File: src/rtl/led_match_game.sv
// LED memory game: flash an LFSR pattern, player copies it on the switches.
// Matches score BCD points and raise the level; mismatches cost lives.
module led_match_game #(
    parameter int LED_W            = 10,
    parameter int TICK_DIV         = 50000000,
    parameter int SHOW_BASE        = 8,
    parameter int SHOW_STEP        = 1,
    parameter int INPUT_TICKS      = 6,
    parameter int ROUNDS_PER_LEVEL = 3,
    parameter int LEVELS           = 8,
    parameter int LIVES            = 3,
    parameter int OVER_TICKS       = 4
) (
    input  logic             clock,
    input  logic             reset,
    input  logic             start,
    input  logic [LED_W-1:0] switch,
    output logic [LED_W-1:0] led,
    output logic [6:0]       point_msb,
    output logic [6:0]       point_lsb,
    output logic [6:0]       level_out,
    output logic             splitter,
    output logic [3:0]       state_out
);

    localparam logic [3:0] S_IDLE   = 4'd0;
    localparam logic [3:0] S_LOAD   = 4'd1;
    localparam logic [3:0] S_SHOW   = 4'd2;
    localparam logic [3:0] S_INPUT  = 4'd3;
    localparam logic [3:0] S_CHECK  = 4'd4;
    localparam logic [3:0] S_RESULT = 4'd5;
    localparam logic [3:0] S_OVER   = 4'd6;

    localparam int PW = $clog2(TICK_DIV);
    localparam logic [PW-1:0] PRESC_LAST = PW'(TICK_DIV - 1);
    localparam logic [3:0] IN_LAST   = 4'(INPUT_TICKS - 1);
    localparam logic [3:0] OVER_LAST = 4'(OVER_TICKS - 1);
    localparam logic [3:0] RPL_LAST  = 4'(ROUNDS_PER_LEVEL - 1);
    localparam logic [3:0] LV_MAX    = 4'(LEVELS - 1);
    localparam logic [2:0] LIVES_INIT = 3'(LIVES);

    logic [3:0]       state;
    logic [3:0]       state_nx;
    logic [PW-1:0]    presc;
    logic [3:0]       cnt;
    logic             tick;
    logic [15:0]      lfsr;
    logic [15:0]      lfsr_nx;
    logic             start_q;
    logic             start_edge;
    logic [LED_W-1:0] sw_s1;
    logic [LED_W-1:0] sw_s2;
    logic [LED_W-1:0] pattern;
    logic [LED_W-1:0] captured;
    logic             hit;
    logic             match_q;
    logic [3:0]       score_tens;
    logic [3:0]       score_units;
    logic [3:0]       level;
    logic [3:0]       streak;
    logic [2:0]       lives;
    logic [31:0]      show_red;
    logic [3:0]       show_last;

    function automatic logic [6:0] seg7(input logic [3:0] d);
        logic [6:0] s;
        case (d)
            4'd0:    s = 7'b1000000;
            4'd1:    s = 7'b1111001;
            4'd2:    s = 7'b0100100;
            4'd3:    s = 7'b0110000;
            4'd4:    s = 7'b0011001;
            4'd5:    s = 7'b0010010;
            4'd6:    s = 7'b0000010;
            4'd7:    s = 7'b1111000;
            4'd8:    s = 7'b0000000;
            4'd9:    s = 7'b0010000;
            default: s = 7'b1111111;
        endcase
        return s;
    endfunction

    assign tick       = (presc == PRESC_LAST);
    assign start_edge = start & ~start_q;
    assign hit        = (captured == pattern);
    assign lfsr_nx    = {1'b0, lfsr[15:1]} ^ (lfsr[0] ? 16'hB400 : 16'h0000);

    // Show time shrinks with level but never drops below one tick.
    always_comb begin
        show_red  = 32'(level) * 32'(SHOW_STEP);
        show_last = 4'd0;
        if (show_red < 32'(SHOW_BASE))
            show_last = 4'(32'(SHOW_BASE) - show_red - 32'd1);
    end

    always_comb begin
        state_nx = state;
        case (state)
            S_IDLE:   if (start_edge) state_nx = S_LOAD;
            S_LOAD:   state_nx = S_SHOW;
            S_SHOW:   if (tick && cnt == show_last) state_nx = S_INPUT;
            S_INPUT:  if (tick && cnt == IN_LAST) state_nx = S_CHECK;
            S_CHECK:  state_nx = (!hit && lives == 3'd1) ? S_OVER : S_RESULT;
            S_RESULT: if (tick) state_nx = S_LOAD;
            S_OVER:   if (tick && cnt == OVER_LAST) state_nx = S_IDLE;
            default:  state_nx = S_IDLE;
        endcase
    end

    always_ff @(posedge clock or negedge reset) begin
        if (!reset) begin
            state       <= S_IDLE;
            presc       <= '0;
            cnt         <= '0;
            lfsr        <= 16'hACE1;
            start_q     <= 1'b0;
            sw_s1       <= '0;
            sw_s2       <= '0;
            pattern     <= '0;
            captured    <= '0;
            match_q     <= 1'b0;
            score_tens  <= '0;
            score_units <= '0;
            level       <= '0;
            streak      <= '0;
            lives       <= LIVES_INIT;
        end else begin
            state   <= state_nx;
            lfsr    <= lfsr_nx;
            start_q <= start;
            sw_s1   <= switch;
            sw_s2   <= sw_s1;
            // Restarting the prescaler on entry makes every state tick-aligned.
            if (state_nx != state) begin
                presc <= '0;
                cnt   <= '0;
            end else if (tick) begin
                presc <= '0;
                cnt   <= cnt + 4'd1;
            end else begin
                presc <= presc + 1'b1;
            end
            case (state)
                S_IDLE: begin
                    if (start_edge) begin
                        score_tens  <= '0;
                        score_units <= '0;
                        level       <= '0;
                        streak      <= '0;
                        lives       <= LIVES_INIT;
                    end
                end
                S_LOAD: begin
                    if (lfsr[LED_W-1:0] == '0)
                        pattern <= LED_W'(1);
                    else
                        pattern <= lfsr[LED_W-1:0];
                end
                S_INPUT: begin
                    if (tick && cnt == IN_LAST)
                        captured <= sw_s2;
                end
                S_CHECK: begin
                    match_q <= hit;
                    if (hit) begin
                        if (score_units == 4'd9) begin
                            if (score_tens != 4'd9) begin
                                score_units <= 4'd0;
                                score_tens  <= score_tens + 4'd1;
                            end
                        end else begin
                            score_units <= score_units + 4'd1;
                        end
                        if (streak == RPL_LAST) begin
                            streak <= 4'd0;
                            if (level < LV_MAX)
                                level <= level + 4'd1;
                        end else begin
                            streak <= streak + 4'd1;
                        end
                    end else begin
                        lives  <= lives - 3'd1;
                        streak <= 4'd0;
                    end
                end
                default: ;
            endcase
        end
    end

    always_comb begin
        led = '0;
        case (state)
            S_SHOW:   led = pattern;
            S_RESULT: led = match_q ? '1 : pattern;
            S_OVER:   led = cnt[0] ? '0 : '1;
            default:  led = '0;
        endcase
    end

    assign splitter  = (state == S_INPUT);
    assign state_out = state;
    assign point_msb = seg7(score_tens);
    assign point_lsb = seg7(score_units);
    assign level_out = seg7(level);

endmodule

File: config.mk
export PLATFORM = sky130hd
export DESIGN_NAME = led_match_game
export DESIGN_NICKNAME = d
export VERILOG_FILES = /design/src/rtl/led_match_game.sv
export SDC_FILE = /design/constraint.sdc
export NUM_CORES = 1
export LEC_CHECK = 0
export CAP_MARGIN = 15
export CORE_UTILIZATION = 42
export CTS_CLUSTER_SIZE = 30
export DETAILED_ROUTE_END_ITERATION = 6
export PLACE_DENSITY = 0.58
export SLEW_MARGIN = 30
export SYNTH_ARGS = -nofsm -noshare
export SYNTH_HDL_FRONTEND = slang
export SYNTH_SLANG_ARGS = --single-unit
File: constraint.sdc
create_clock -name clock -period 5.7 [get_ports clock]
set_input_delay 1.14 -clock clock [delete_from_list [all_inputs] [get_ports clock]]
set_output_delay 1.14 -clock clock [all_outputs]
set_load 0.1 [all_outputs]
==> impl_results.md <==
- WP data required: 4560 ps
- CTS tree: yes
- Register area: 2790 um2
- HP Start: sw_s1[4]
- Hold Buf Count CTS: 0
- Worst path buffer plus inverter count: 2
- Initial core utilization: 43.6%
- Gr ovfl total: 0
- Via count: 3,903
- Filler Cell Count: 1,110
- Vias/cell: 5.24
- Worst min path class: register to register
- R2r endpoint: presc[23]
- Post-CTS setup buffers: 0
- CP cell instances: inv_1 > or3_1 > a21oi_1 > a21o_1 > clkdlybuf4s50_1
- Post-Synthesis Cells: 524
- Critical Path Fanout Max: 11
- Core Rows: 41
- Startpoint Class: register
- Core area: 12,800 um2
- CTS max path bufs: 2
- Antenna-violating nets left: 0
- Post-route total power: 1.88 mW
- Setup CP Type: register to primary output
- Top cell type's share of synthesized area: 45.4%
- Fin crit share: 83.4%
- CP delay by family, top: buffers and inverters
- First drt pass iteration count: 4
- Wire per inst: 15.0 um
- Cell with the most instances after synthesis: dfrtp_1
- Root Buffer: clkbuf_16
- Tot GR Track Use: 17.8%
- Slowest stage delay, CP: 1130 ps
- Mapped Nets: 559
- Clock Latency Late Sink: 350 ps
- Initial DRC count: 156
- Status: finished, final reports clean
- WP data arrival: 3610 ps
- Layout Nets: 603
- Setup crit start: state_out[1]
- R2r setup slk: 2380 ps
- Area delta synth->final: 17.7%
- Final setup violation count: 0
- Multi-input gate area: 2650 um2
- Total negative slack: 0 ps
- Syn avg cell area: 10.6 um2
- CTS Buf Count: 9
- Largest net degree at the start of global routing: 58
- Main flop type after synthesis: dfrtp_1
- Number of gates resized after cts: 0
- Clock skew: 7.35 ps
- CTS HTree Levels: 3
- Worst R2R Path Depth: 8
- RSZ-0062 raised after global routing: false
- Final hold vios: 0
- Die H: 117 um
- Pwr Density: 287 nW/um2
- Least-Margin Pin Slew: 1010 ps
- IO Count: 49
- Die W: 117 um
- Post-synth EDFFs: 0
- Seq/Total Area, Yosys: 50.1%
- Ant. Diodes: 0
- Wirelength, routed: 11,200 um
- Rel. slew slack: 32.1%
- Clock Sinks: 111
- Worst Hold Depth: 0
- WHS Endpoint: sw_s2[4]
- Fin. max-slew vios: 0
- Count of cell types in the netlist: 53
- Leakage: 2.93 nW
- Residual DRC: 0
- Final Critical Period: 4750 ps
- Worst-path clk slew: 70 ps
- Endpoint class of the critical path: primary output
- Buffers added on ports: 48
- Maximum vdd ir drop: 0.135 mV
- FMAX: 0.210 GHz
- Initial antenna violation count: 0
- Syn. warnings: 0
- # Max-Cap Violations: 0
- Asr flop ratio synth: 100%
- Top post-synthesis cells by count: dfrtp_1 (101), nand2_1 (39), nor2_1 (34), a21oi_1 (27), xor2_1 (27)
- Layout cell share with drive strength beyond 1: 15.4%
- RR Startpoint: presc[9]
- Syn Std Cell Area: 5570 um2
- Number of global-route vias before repair: 3,751
- Yosys top cell by area: dfrtp_1
- Placer Congestion: 0.797
- Die ar.: 13,700 um2
- Top cells by area, synth: dfrtp_1 (45%), ha_1 (4.9%), dfstp_2 (4.7%), xor2_1 (4.2%), nor4_2 (4.0%)
- Detailed Place HPWL: 7950 um
- #FFs+latches synth: 111
- First-pass GRT wire length: 18,700 um
- Slowest library cell on the worst path: clkdlybuf4s50_1
==> area by class of cell <==
type                            count  share of cell area [%]
Clock buffer                        9                    3.43
Timing Repair Buffer               56                    8.20
Multi-Input combinational cell    369                    40.3
Inverter                           21                    1.20
Sequential cell                   111                    42.5
Clock inverter                      7                    1.01
Tap cell                          172                    3.28
==> report_power, final <==
| part | internal [mW] | switching, mW | leakage (nW) |
|---|---|---|---|
| sequential | 0.815 | 0.0376 | 1.46 |
| clock | 0.307 | 0.304 | 0.141 |
| combinational | 0.123 | 0.297 | 1.33 |
==> routing by layer <==
metal | GRT usage (%) | up-vias | part of all wire [%]
met2 | 28.1 | 69 | 47
li1 | - | 1929 | -
met5 | 0 | - | 0
met3 | 2.94 | 12 | 3.2
met4 | 5.82 | 0 | 1.3
met1 | 24.9 | 1893 | 49
==> flip-flops by register name, indices dropped and copies added, names as in the netlist <==
| register | count |
|---|---|
| captured | 10 |
| cnt | 4 |
| level | 4 |
| lfsr | 16 |
| lives | 3 |
| match_q | 1 |
| pattern | 10 |
| presc | 26 |
| score_tens | 4 |
| score_units | 4 |
| start_q | 1 |
| state_out | 4 |
| streak | 4 |
| sw_s1 | 10 |
| sw_s2 | 10 |
==> per-stage QoR <==
stage / cell area [um2] / hold WS (ps) / setup WS [ps] / cells / utilization, %
floorplan: 5580 / 331 / 1160 / 524 / -
global placement: 6250 / 332 / 1450 / 727 / 48.9
CTS: 6570 / 352 / 928 / 745 / 51.4
detailed placement: 6280 / 335 / 1320 / 729 / 49.1
global route: 6560 / 357 / 775 / 745 / 51.3
finish: 6560 / 351 / 948 / 745 / 51.3
==> cells in the final DEF (no fill, tap or decap), drive strengths merged, types with 10 or more instances in the layout <==
master         Yosys  layout
dfrtp            101     101
clkdlybuf4s50      0      44
nand2             39      39
nor2              34      34
a21oi             27      27
xor2              27      27
nor4              26      26
nor3              25      25
inv               21      24
o21ai             23      23
ha                22      22
xnor2             19      19
mux2              19      19
nand3             18      18
a21o              12      12
buf                4      11
dfstp             10      10
clkbuf            19      10
==> worst max-delay path by stage <==
stage	endpoint	cells after the start	slack, ps
final	led[1]	5	950
after global routing	led[9]	5	770
after CTS	led[1]	5	930
after detailed placement	led[9]	5	1320
after global placement	led[8]	5	1450
after floorplan	presc[10]	8	1160
==> worst register-to-register path: cells and delay by family (launching register included) <==
family | cells | cell delay [ps]
flip-flops | 1 | 420
buffers and inverters | 2 | 390
AND/OR/NAND/NOR | 4 | 1530
AO/OA/AOI/OAI | 1 | 320
multiplexers | 1 | 520
==> cell families (layout without fill, tap and decap cells) <==
family | count (synthesis) | after routing | synth area share, %
xor+xnor | 46 | 46 | 7.23
other cells | 1 | 1 | 0.0673
fa+ha+maj | 22 | 22 | 4.94
simple gates | 197 | 197 | 21.0
buf+inv | 44 | 93 | 3.10
mux | 22 | 22 | 4.38
flops | 111 | 111 | 50.1
compound gates | 81 | 81 | 9.25
No activity file was read; power rests on OpenSTA's default activity.
